--- src/rtl/mnist_l0_pkg.sv ---
// mnist_l0_pkg: shared geometry, FSM states and beat-counter type for the layer-0 frame packer
package mnist_l0_pkg;
  localparam int PIXEL_W = 8;
  localparam int NUM_PIXELS = 784;
  localparam int BEAT_PIXELS = 8;
  localparam int BEATS = NUM_PIXELS / BEAT_PIXELS;
  localparam int THRESH = 127;
  typedef enum logic [1:0] {FILL, HOLD, DRAIN} state_t;
  typedef logic [$clog2(BEATS)-1:0] beat_cnt_t;
endpackage

--- src/rtl/mnist_l0_binarise.sv ---
// mnist_l0_binarise: one unsigned comparator per lane, pixel > THRESH gives 1
module mnist_l0_binarise #(
  parameter int PIXEL_W = mnist_l0_pkg::PIXEL_W,
  parameter int BEAT_PIXELS = mnist_l0_pkg::BEAT_PIXELS,
  parameter int THRESH = mnist_l0_pkg::THRESH
) (
  input  logic [BEAT_PIXELS*PIXEL_W-1:0] pix,
  output logic [BEAT_PIXELS-1:0]         bits
);
  import mnist_l0_pkg::*;
  for (genvar i = 0; i < BEAT_PIXELS; i++) begin : g_lane
    assign bits[i] = pix[i*PIXEL_W +: PIXEL_W] > PIXEL_W'(THRESH);
  end
endmodule

--- src/rtl/mnist_l0_frame_packer.sv ---
// mnist_l0_frame_packer: binarise streamed pixels and pack one image into the layer-0 input vector
// Define MNIST_L0_PACK_DBUF_EN to add a shadow fill buffer so frames stream back to back
module mnist_l0_frame_packer #(
  parameter int PIXEL_W = mnist_l0_pkg::PIXEL_W,
  parameter int NUM_PIXELS = mnist_l0_pkg::NUM_PIXELS,
  parameter int BEAT_PIXELS = mnist_l0_pkg::BEAT_PIXELS,
  parameter int THRESH = mnist_l0_pkg::THRESH
) (
  input  logic                           clk,
  input  logic                           rst_n,
  input  logic                           s_valid,
  output logic                           s_ready,
  input  logic [BEAT_PIXELS*PIXEL_W-1:0] s_data,
  input  logic                           s_last,
  output logic                           m_valid,
  input  logic                           m_ready,
  output logic [NUM_PIXELS-1:0]          m_frame,
  output logic                           err_short,
  output logic                           err_long,
  output logic [15:0]                    frame_cnt
);
  import mnist_l0_pkg::*;
  localparam int NB = NUM_PIXELS / BEAT_PIXELS;
  localparam int CW = NB > 1 ? $clog2(NB) : 1;
  localparam logic [CW-1:0] LAST = CW'(NB - 1);
  if (NUM_PIXELS % BEAT_PIXELS != 0) begin : g_geom_chk
    $error("NUM_PIXELS must be a multiple of BEAT_PIXELS");
  end
  state_t st, st_n;
  logic [CW-1:0] cnt, cnt_n;
  logic [BEAT_PIXELS-1:0] lanes;
  logic [NUM_PIXELS-1:0] fill, fill_w;
  logic fill_beat, at_last, done, short_f, overrun, drain_end, hs, hold_on_done, m_valid_n;
  mnist_l0_binarise #(
    .PIXEL_W(PIXEL_W),
    .BEAT_PIXELS(BEAT_PIXELS),
    .THRESH(THRESH)
  ) u_bin (
    .pix(s_data),
    .bits(lanes)
  );
  always_comb begin
    fill_beat = s_valid && s_ready && st == FILL;
    at_last = cnt == LAST;
    done = fill_beat && at_last && s_last;
    short_f = fill_beat && !at_last && s_last;
    overrun = fill_beat && at_last && !s_last;
    drain_end = s_valid && s_ready && st == DRAIN && s_last;
    hs = m_valid && m_ready;
`ifdef MNIST_L0_PACK_DBUF_EN
    hold_on_done = m_valid && !m_ready;
    m_valid_n = done || st == HOLD || (m_valid && !m_ready);
`else
    hold_on_done = 1'b1;
    m_valid_n = done || (m_valid && !m_ready);
`endif
    cnt_n = (done || short_f || overrun) ? '0 : fill_beat ? cnt + CW'(1) : cnt;
    st_n = overrun ? DRAIN : drain_end ? FILL : done ? (hold_on_done ? HOLD : FILL) :
           (st == HOLD && m_ready) ? FILL : st;
    fill_w = fill;
    if (fill_beat) fill_w[int'(cnt)*BEAT_PIXELS +: BEAT_PIXELS] = lanes;
  end
  always_ff @(posedge clk or negedge rst_n) begin
    if (!rst_n) begin
      st <= FILL;
      cnt <= '0;
      fill <= '0;
      s_ready <= 1'b0;
      m_valid <= 1'b0;
      err_short <= 1'b0;
      err_long <= 1'b0;
      frame_cnt <= '0;
    end else begin
      st <= st_n;
      cnt <= cnt_n;
      fill <= fill_w;
      s_ready <= st_n != HOLD;
      m_valid <= m_valid_n;
      err_short <= short_f;
      err_long <= drain_end;
      frame_cnt <= frame_cnt + 16'(hs);
    end
  end
`ifdef MNIST_L0_PACK_DBUF_EN
  // the shadow frame is swapped in on the handshake so m_valid never drops
  always_ff @(posedge clk or negedge rst_n) begin
    if (!rst_n) m_frame <= '0;
    else if (done && !hold_on_done) m_frame <= fill_w;
    else if (st == HOLD && m_ready) m_frame <= fill;
  end
`else
  assign m_frame = fill;
`endif
endmodule
--- config.mk ---
export PLATFORM = sky130hd
export DESIGN_NAME = mnist_l0_frame_packer
export DESIGN_NICKNAME = d
export VERILOG_FILES = /design/src/rtl/mnist_l0_pkg.sv /design/src/rtl/mnist_l0_binarise.sv /design/src/rtl/mnist_l0_frame_packer.sv
export SDC_FILE = /design/constraint.sdc
export NUM_CORES = 1
export LEC_CHECK = 0
export BUFFER_PORTS_ARGS = -buffer_cell sky130_fd_sc_hd__buf_2
export CORE_AREA = 4 4 342 344
export DETAILED_ROUTE_END_ITERATION = 16
export DIE_AREA = 0 0 346 348
export GPL_TIMING_DRIVEN = 1
export SYNTH_ARGS = -nofsm -noshare
export SYNTH_HDL_FRONTEND = slang
export SYNTH_SLANG_ARGS = --single-unit
--- constraint.sdc ---
create_clock -name clk -period 5.5 [get_ports clk]
set_input_delay 1.1 -clock clk [delete_from_list [all_inputs] [get_ports clk]]
set_output_delay 1.1 -clock clk [all_outputs]
set_load 0.02 [all_outputs]
* Yosys cells after proc, flatten, opt, wreduce, memory -nomap -nowiden
Cells that the tools add are included.
** Word-level totals
- Flip-flop bits (word level) :: 813
- Output and inout port bits :: 804
- Logic and storage cells :: 52
** Cells by class
- $add $sub $neg :: 3
- Order comparisons :: 8
- Equality and inequality tests :: 4
- Shifts and indexed selects :: 2
- Multiplexer cells :: 7
- Reductions and logical operators :: 20
** Operators by type and width (number)
- $bwmux 784 :: 1
- $shift 8x33->784 const A :: 1
- $shiftx 8x33->784 :: 1
- $gt 8x7->1 const B :: 8
- $neg 10->33 :: 1
- $add 16x1->16 :: 1
- $mux 7 :: 2
- $logic_and 1x1->1 :: 12
- $mux 2 :: 4
- $add 7x1->7 const B :: 1
- $eq 7x7->1 const B :: 1
- $logic_not 1->1 :: 3
- $logic_or 1x1->1 :: 3
- $eq 2x1->1 const B :: 1
- $eq 2x2->1 const B :: 1
- $logic_not 2->1 :: 1
- $ne 2x1->1 const B :: 1
- $reduce_bool 2->1 :: 1

* Depth between registers and ports, before layout
Gate-level depths: netlist of the first run.
- Depth in word-level cells :: 8
- Mapped depth :: 14
- Depth with buffers taken out :: 9

* Modules after synthesis
From an unflattened synthesis of the first run, not the netlist that was laid out.
** Second synthesis, totals
- Cells, all modules :: 2709
- Area, all modules :: 33240.6 µm²
** Modules (own cells, without submodules)
- mnist_l0_frame_packer :: instances 1, cells each 2701, area each 33210.6 µm²
- mnist_l0_binarise :: instances 1, cells each 8, area each 30.0 µm²

* Worst setup path after synthesis of the first run
Ideal clock, no wire load.
- Kind :: reg-to-reg
- Start :: register cnt[0]
- End :: register fill[168], in the netlist m_frame[168]
- Arrival :: 3.161 ns
- Path slack :: 2.214 ns
- Cell stages (with the launch flop) :: 13
- Buffers on the path :: 4
- Clock period less this slack :: 3.286 ns
- Path through :: dfrtp_1 > buf_2 > buf_2 > inv_1 > ha_1 > buf_2 > and2_1 > ha_1 > buf_1 > a31oi_2 > nand2_1 > nor3_2 > mux2_2
** On the way
- Word-level cells in the longest chain between the ends :: 3
** Ends and longest elaborated chain
- start, declared :: RTL line mnist_l0_frame_packer.sv:30 : logic [CW-1:0] cnt, cnt_n;
- start signal, assigned :: RTL line mnist_l0_frame_packer.sv:75 : cnt <= cnt_n;
- $neg 10->33 (*) :: RTL line mnist_l0_frame_packer.sv:61 : if (fill_beat) fill_w[int'(cnt)*BEAT_PIXELS +: BEAT_PIXELS] = lanes;
- $shiftx 8x33->784 / $shift 8x33->784 (equally long branches) :: RTL line mnist_l0_frame_packer.sv:61
- $bwmux 784 (*) :: RTL line mnist_l0_frame_packer.sv:61
- end signal, assigned :: RTL line mnist_l0_frame_packer.sv:76 : fill <= fill_w;
- end, declared :: RTL line mnist_l0_frame_packer.sv:32 : logic [NUM_PIXELS-1:0] fill, fill_w;
Mark *: on every way between the ends. The rest lies on a longest branch, timed or not.
A chain may end at the register's enable or synchronous reset.

* Worst setup path in the final report of the first run
- Start :: register cnt[0]
- End :: register fill[425], in the netlist m_frame[425]
Same word-level chain as after synthesis.

==> run summary, run 1 <==
status: finished clean
worst-margin pin slew: 1.39 ns
core area: 114000 um2
postcts setup bufs: 0
uppermost layer routed: met5
Routed WL: 130 mm
DR vias: 24.0k
maximum vdd drop: 0.000189 V
NumNets Final: 3374
Synth area leaders: dfrtp_1 (61%), mux2_2 (23%), nor2_1 (2.8%)
clock tree buffer depth: 3
DR WL/cell: 26.6 um
CTS resizes: 0
IO buf count: 816
Worst Hold Class: reg2reg
clock latency on the worst-skew pair: 0.66 ns
final hold viol count: 0
yosys warns: 0
Worst Path Max Fanout: 20
Chip Height: 348 um
clock-pin slew on the worst setup and hold paths: 0.07 ns
initial antenna violation count: 5
layout cell share with drive strength beyond 1: 0.519
die area: 120000 um2
grt ovf: 0
Largest stage delay, worst path: 0.92 ns
P&R area growth vs syn: 27.2%
sequential-to-total area share from yosys stat: 0.610
Root Driver: clkbuf_16
total power: 14.7 mW
Worst Path Arrival: 5.18 ns
most common library cell in the layout ignoring fill and taps: buf_2
min cycle time layout: 4.65 ns
largest net degree at the start of global routing: 117
Final ANT Viol Nets: 0
Slew headroom: 0.0716
die width: 346 um
most used flip-flop cell after synthesis: dfrtp_1
period utilisation layout: 0.845
critical-path cell list: inv_1 -> ha_1 -> and2_1 -> ha_1 -> a31oi_2 -> nand2_1 -> nor3_2 -> mux2_2
total track usage: 0.210
Synth cell types: 61
most frequent cells in the layout: buf_2 (815), dfrtp_1 (813), mux2_2 (678)
Mean Syn Cell Area: 13.5 um2
slowest cell on the critical path: nor3_2
Clock Sinks: 813
Synth Register Bits: 813
Rows: 124
fmax: 215 MHz
post-DP HPWL: 93.4 mm
RSZ-0062 raised after global routing: false
global-route wire length before repair: 186 mm
vias in the first global route: 25.2k
post-layout util: 0.372
Power Density: 347 nW/um2
Ports: 873
GPL Wtd Cong: 0.809
Slew Viols, Final: 0
CTS tree: yes
DRT Pass-1 Iters: 5
syn nets: 2537
setup TNS: 0 ns
wl on met1: 53.7 mm
max_cap viols: 0
H-tree depth: 3
EDFF count, synth: 0
CTS Hold Bufs: 0
Initial Util: 0.293
DRT iter0 DRCs: 1325
setup violators final: 0
Static Leak: 23.0 nW
FFs w/ async S/R, synth: 1.00
Worst setup EP type: flip-flop
crit path launch type: flip-flop
met3 WL: 9.39 mm
crit path kind: reg2reg
met2 wire len: 62.4 mm
drt via density: 4.92
Cells after Synth: 2462
Critical Path Most Common Cell: ha_1
Synth Cell Area: 33300 um2
CP required: 6.03 ns
Residual DRC: 0
Synth top area share: 0.610
cell taking the most area after synthesis: dfrtp_1
clock buffer count from CTS: 89
Clock Skew: 0.0231 ns
-- worst paths after layout --
check                            start            to  cells past startpoint  slack [ns]
min in group asynchronous        rst_n  m_frame[294]                      1        0.50
hold reg to reg            m_frame[31]   m_frame[31]                      2        0.47
max in group asynchronous        rst_n   m_frame[10]                      2        3.75
hold / removal             m_frame[31]   m_frame[31]                      2        0.47
setup reg to reg                cnt[0]  m_frame[425]                      8        0.85
setup / recovery                cnt[0]  m_frame[425]                      8        0.85
-- logic make-up after synthesis --
group           count (synthesis)  share of synthesized area
mux                           710                      0.239
buf+inv                       142                     0.0182
compound gates                171                     0.0339
fa+ha+maj                       6                    0.00225
flops                         813                      0.610
xor+xnor                       21                    0.00574
simple gates                  599                     0.0905
-- per-layer routing --
layer  vias up  track usage
met5         -            0
met4         4       0.0714
met3       214       0.0573
met2       828        0.351
met1     12600        0.263
li1      10400            -
-- area by class of cell --
cell class	instances	area (um2)
Antenna cell	1	2.50
Clock buffer	135	2650
Clock inverter	27	382
Fill cell	11200	71500
Inverter	22	82.6
Multi-Input combinational cell	1507	12500
Sequential cell	813	20300
Tap cell	1512	1890
Timing Repair Buffer	866	4580
-- flip-flops by register name (all words and copies together) (netlist names) --
signal,flops
st,2
m_valid,1
s_ready,1
cnt,7
err_long,1
frame_cnt,16
err_short,1
m_frame,784
-- per-stage QoR --
step           setup WS (ns)  hold WS (ns)  cells  instance area, um2
6_report               0.851         0.471   4883               42400
5_1_grt                0.665         0.496   4882               42400
4_1_cts                0.793         0.469   4882               42400
3_5_place_dp           0.828         0.466   4720               39400
3_3_place_gp           0.884         0.459   4720               39400
2_1_floorplan           2.21         0.505   2462               33300
-- Yosys cell counts, drive strengths merged (4+ instances only) --
library cell	number
clkbuf	69
xnor2	14
mux2i	14
dfrtp	813
inv	22
nor3	90
a21oi	6
nand4	6
o31ai	41
nor4bb	7
nand3	99
nor4	4
nor2	260
o21ai	82
xor2	7
ha	6
or3	10
a31o	8
mux2	696
and2	11
a21boi	9
nand2	74
a211oi	4
and3	27
buf	51
-- power by group --
group	internal [mW]	leakage, nW	switching [mW]
Clock	3.67	1.47	2.56
Sequential	6.08	11.3	0.0737
Combinational	0.418	10.3	1.91
Total	10.2	23.0	4.54
-- critical path, delay by kind of cell (launching register included) --
family,cells,cell delay [ns]
flip-flops,1,0.77
buffers and inverters,1,0.16
multiplexers,1,0.42
adder cells (fa/ha/maj),2,0.67
AO/OA/AOI/OAI,1,0.75
AND/OR/NAND/NOR,3,1.74
No activity file was read; power rests on OpenSTA's default activity.
==> run 2, diff against run 1 <==
--- a/config.mk
+++ b/config.mk
@@ -6,9 +6,9 @@
 export NUM_CORES = 1
 export LEC_CHECK = 0
 export BUFFER_PORTS_ARGS = -buffer_cell sky130_fd_sc_hd__buf_2
-export CORE_AREA = 4 4 342 344
+export CORE_AREA = 4 4 339 341
 export DETAILED_ROUTE_END_ITERATION = 16
-export DIE_AREA = 0 0 346 348
+export DIE_AREA = 0 0 343 345
 export GPL_TIMING_DRIVEN = 1
 export SYNTH_ARGS = -nofsm -noshare
 export SYNTH_HDL_FRONTEND = slang
==> constraint.sdc (replaced) <==
create_clock -name clk -period 4.2 [get_ports clk]
set_input_delay 0.84 -clock clk [delete_from_list [all_inputs] [get_ports clk]]
set_output_delay 0.84 -clock clk [all_outputs]
set_load 0.02 [all_outputs]
==> run 2 against run 1 <==
Effect of this change:
- via count increased by 0.59%
- final cell count grew 0.47%
- clock-buffer cell count grew 1
- register-to-register slack got worse by 0.44 ns
- setup slack lost 0.44 ns
- non-clock buffer count grew 38
- highest routed layer is now met4
- global-route usage rose by 0.10 points
- utilization up 0.96 points
- flip-flop and latch count stayed put
- clock skew is 0.0025 ns higher
- largest cell class unchanged
- worst hold slack worse by 0.19 ns
==> run summary, run 2 (same netlist as run 1, synthesis figures left out) <==
cell-internal power: 13.3 mW
Largest regs: m_frame: 784 flops, frame_cnt: 16 flops, cnt: 7 flops
initial antenna violation count: 8
post-DP HPWL: 93.4 mm
setup TNS: 0 ns
RSZ-0062 raised after global routing: false
P&R area growth vs syn: 28.2%
DRT iter0 DRCs: 1520
hold slack: 0.284 ns
H-tree depth: 3
combinational share of power: 0.167
Worst setup EP type: flip-flop
CTS resizes: 0
CTS Hold Bufs: 0
sequential power share: 0.417
Worst Path Max Fanout: 22
Rows: 123
total track usage: 0.211
postcts setup bufs: 0
Worst Path Arrival: 4.32 ns
Slew Viols, Final: 0
setup violators final: 0
DRT Pass-1 Iters: 5
Power Density: 451 nW/um2
maximum vdd drop: 0.000454 V
Sw Share: 0.309
Routed WL: 128 mm
IO buf count: 816
crit path kind: reg2reg
Initial Util: 0.298
largest net degree at the start of global routing: 94
Reg with most FFs: m_frame
drt via density: 4.93
period utilisation layout: 0.902
NumNets Final: 3414
CTS tree: yes
post-placement cell area: 39700 um2
CP required: 4.73 ns
Slew headroom: 0.0891
Finished Cell Area: 42700 um2
most frequent cells in the layout: buf_2 (815), dfrtp_1 (813), mux2_2 (678)
final hold viol count: 0
Final ANT Viol Nets: 0
DR WL/cell: 26.1 um
Root Driver: clkbuf_16
clock latency on the worst-skew pair: 0.68 ns
clock tree buffer depth: 3
vias in the first global route: 24.9k
Ports: 873
Residual DRC: 0
clock-pin slew on the worst setup and hold paths: 0.06 ns
grt ovf: 0
fmax: 264 MHz
most common library cell in the layout ignoring fill and taps: buf_2
DR vias: 24.2k
die width: 343 um
max FFs per register: 784
net switching power: 5.96 mW
Static Leak: 23.3 nW
global-route wire length before repair: 184 mm
Clock Sinks: 813
Chip Height: 345 um
post-layout util: 0.382
die area: 118000 um2
crit path launch type: flip-flop
clock power share: 0.416
max_cap viols: 0
min cycle time layout: 3.79 ns
Clock Skew: 0.0256 ns
Worst Hold Class: in2async
GPL Wtd Cong: 0.820
clock buffer count from CTS: 91
worst-margin pin slew: 1.35 ns
Cells after DPL: 4746
core area: 112000 um2
layout cell share with drive strength beyond 1: 0.524
status: finished clean
Non-Filler Instances: 4906
[run 2: cell types whose count changed in the layout (fill, tap and decap cells not counted), sizes merged, moves of 2 or more]
cell / change
buf: +38
bufinv: -3
clkinvlp: -5
inv: +2
[run 2: layout make-up]
class	instances	area [um2]
multi-input cells	1507	12500
inverters	22	82.6
diodes	2	5.00
flip-flops and latches	813	20300
well taps	1500	1880
clock buffers	136	2680
repair buffers	904	4980
clock inverters	22	305
fillers	11000	69200
[run 2: final timing paths]
check / startpoint / end / slack (ns) / depth (start not counted)
setup / recovery: cnt[1] / m_frame[104] / 0.41 / 10
hold / removal: rst_n / m_frame[335] / 0.28 / 1
setup reg to reg: cnt[1] / m_frame[104] / 0.41 / 10
hold reg to reg: m_frame[24] / m_frame[24] / 0.48 / 2
max in group asynchronous: rst_n / m_frame[677] / 2.91 / 2
min in group clk: s_last / st[1] / 0.46 / 2
[run 2: metal layers]
| layer | GRT usage | part of all wire |
|---|---|---|
| met5 | 0 | 0 |
| met2 | 0.350 | 0.48 |
| met3 | 0.0591 | 0.077 |
| met4 | 0.0654 | 0.032 |
| met1 | 0.267 | 0.41 |
[run 2: power by group through the flow]
stage               logic, mW  clock network, mW  registers (mW)
floorplan                1.43                  0            8.31
global placement         3.25                  0            8.17
finish                   3.21               8.02            8.03
CTS                      3.27               8.21            8.03
detailed placement       3.26                  0            8.17
global route             3.41               8.53            8.04
[run 2: per-stage QoR]
| stage | setup WS [ns] | total power, mW |
|---|---|---|
| after global placement | 0.423 | 11.4 |
| after floorplan | 0.914 | 9.74 |
| after global routing | 0.213 | 20.0 |
| final | 0.413 | 19.3 |
| after CTS | 0.370 | 19.5 |
| after detailed placement | 0.397 | 11.4 |
[run 2: worst max-delay path, cell delays in order, from the launching register on]
cell      delay, ns
dfrtp_1        0.57
inv_1          0.14
ha_1           0.35
and2_1         0.20
ha_1           0.37
inv_1          0.09
a211oi_1       0.40
and2_2         0.25
buf_12         0.24
nand3_1        0.53
mux2_2         0.49
==> run 3, diff against run 2 <==
--- a/config.mk
+++ b/config.mk
@@ -5,10 +5,11 @@
 export SDC_FILE = /design/constraint.sdc
 export NUM_CORES = 1
 export LEC_CHECK = 0
+export ABC_AREA = 1
 export BUFFER_PORTS_ARGS = -buffer_cell sky130_fd_sc_hd__buf_2
-export CORE_AREA = 4 4 339 341
+export CORE_AREA = 4 4 336 338
 export DETAILED_ROUTE_END_ITERATION = 16
-export DIE_AREA = 0 0 343 345
+export DIE_AREA = 0 0 340 342
 export GPL_TIMING_DRIVEN = 1
 export SYNTH_ARGS = -nofsm -noshare
 export SYNTH_HDL_FRONTEND = slang
==> run 3 against run 2 <==
Effect of this change:
- register-to-register slack worse by 0.04 ns
- synthesized cell count up 47%
- sequential power down 0.7%
- synthesized area down 1.8%
- worst hold slack worse by 0.15 ns
- critical path depth up 2
- via count up 22%
- first-iteration DRC count up 82%
- highest routed layer is now met5
- final cell count up 22%
==> run summary, run 3 <==
status: finished clean
Worst Hold Class: in2async
DRT iter0 DRCs: 2767
Slew headroom: 0.262
maximum vdd drop: 0.000291 V
Synth Cell Area: 32700 um2
register area: 20300 um2
most common library cell in the layout ignoring fill and taps: nand2_1
Commonest cells post-synth: nand2_1 (1268), dfrtp_1 (813), o21ai_0 (536), nand4_1 (212), nor2_1 (195)
Synth top area share: 0.622
most frequent cells in the layout: nand2_1 (1267), buf_2 (815), dfrtp_1 (813)
CTS resizes: 0
Initial Util: 0.297
flop-to-flop setup slack: 0.37 ns
Synth area leaders: dfrtp_1 (62%), nand2_1 (15%), o21ai_0 (8.2%)
Mean Syn Cell Area: 9.07 um2
max_cap viols: 0
global-route wire length before repair: 202 mm
Reg with most FFs: m_frame
core area: 110000 um2
Routed WL: 141 mm
most used flip-flop cell after synthesis: dfrtp_1
post-layout util: 0.381
Worst Path Max Fanout: 13
Cells after Synth: 3610
postcts setup bufs: 0
cell taking the most area after synthesis: dfrtp_1
Chip Height: 342 um
yosys warns: 0
Power Density: 489 nW/um2
setup violators final: 0
CTS Hold Bufs: 0
layout cell share with drive strength beyond 1: 0.244
Residual DRC: 0
post-placement cell area: 38800 um2
total track usage: 0.235
DR WL/cell: 23.6 um
clock buffer count from CTS: 90
vias in the first global route: 28.6k
max FFs per register: 784
EDFF count, synth: 0
Rows: 122
Root Driver: clkbuf_16
clock-pin slew on the worst setup and hold paths: 0.06 ns
grt ovf: 0
IO buf count: 816
CTS tree: yes
largest net degree at the start of global routing: 103
Finished Cell Area: 41900 um2
R2R Path Start: cnt[1]
Static Leak: 22.0 nW
Ports: 873
DR vias: 29.5k
die width: 340 um
GPL Wtd Cong: 0.898
clock tree buffer depth: 3
sequential-to-total area share from yosys stat: 0.622
Synth Register Bits: 813
syn nets: 3685
min cycle time layout: 3.83 ns
P&R area growth vs syn: 28.1%
Synth cell types: 31
FFs w/ async S/R, synth: 1.00
Largest regs: m_frame: 784 flops, frame_cnt: 16 flops, cnt: 7 flops
total power: 20.5 mW
period utilisation layout: 0.912
worst-margin pin slew: 1.10 ns
Worst Path Arrival: 4.38 ns
Clock Sinks: 813
Clock Skew: 0.0215 ns
fmax: 261 MHz
die area: 116000 um2
# fillers: 11.4k
final hold viol count: 0
drt via density: 4.95
post-DP HPWL: 105 mm
NumNets Final: 4475
initial antenna violation count: 7
CP startpoint: cnt[1]
Final ANT Viol Nets: 0
clock latency on the worst-skew pair: 0.66 ns
Worst setup EP type: flip-flop
DRT Pass-1 Iters: 5
crit path kind: reg2reg
count leader, synth: nand2_1
H-tree depth: 3
CP required: 4.74 ns
RSZ-0062 raised after global routing: false
crit path launch type: flip-flop
setup TNS: 0 ns
Slew Viols, Final: 0
Multi-input gate area: 11300 um2
## run 3: changes by cell type after synthesis, moves of 62 or more
cell and change:
nand4_1 +206, mux2_2 -678, nand2_1 +1197, inv_1 +62, o21ai_0 +455, clkbuf_1 +63
## run 3: area by class of cell
cell class,count,area share
diodes,3,0.000179
well taps,1488,0.0444
multi-input cells,2499,0.269
flip-flops and latches,813,0.485
inverters,94,0.00863
clock inverters,30,0.0105
clock buffers,136,0.0644
repair buffers,902,0.118
## run 3: report_power, final
part	internal, mW	switching [mW]	leakage (nW)	total (mW)
Sequential	7.91	0.0594	11.3	7.97
Clock	5.01	3.40	1.54	8.40
Combinational	0.653	3.45	9.08	4.10
## run 3: worst max-delay path: stages (launching register included)
cell     delay [ns]
dfrtp_1        0.39
inv_1          0.11
ha_1           0.28
nand2_1        0.11
nor2_1         0.05
nand2_1        0.36
nand2_1        0.16
nor2_4         0.35
nand4_1        0.37
nor2_1         0.69
nand4_1        0.56
nand2_1        0.19
nand2_1        0.07
## run 3: worst paths after layout
kind	end	cells past startpoint
worst max-delay path	m_frame[681]	12
worst min-delay path	m_frame[205]	1
worst max register to register	m_frame[681]	12
worst min register to register	frame_cnt[15]	1
max in group asynchronous	m_frame[660]	2
min in group clk	m_valid	2
## run 3: cells by family (layout without fill, tap and decap cells)
family | count (synthesis) | in the layout | share of synthesized area
buffers and inverters | 298 | 1162 | 0.0359
adder cells (fa/ha/maj) | 6 | 6 | 0.00229
XOR/XNOR | 15 | 15 | 0.00459
AND/OR/NAND/NOR | 1884 | 1884 | 0.245
AO/OA/AOI/OAI | 594 | 594 | 0.0910
other | 0 | 3 | 0
flip-flops | 813 | 813 | 0.622
## run 3: through the flow
step                      worst slack [ns]  hold slack, ns  cells
after CTS                            0.364           0.130   5962
after floorplan                       1.64           0.463   3610
final                                0.368           0.130   5965
after global routing                0.0654           0.156   5963
after detailed placement             0.325           0.457   5796
after global placement               0.297           0.451   5796
## run 3: layer usage
layer  wire [um]  part of all wire  up-vias  global-route usage
li1            -                 -    13600                   -
met1       54900              0.39    14400               0.290
met2       66400              0.47     1278               0.384
met3       12500             0.089      292              0.0645
met4        7030             0.050        4               0.106
met5          24           0.00017        -                   0
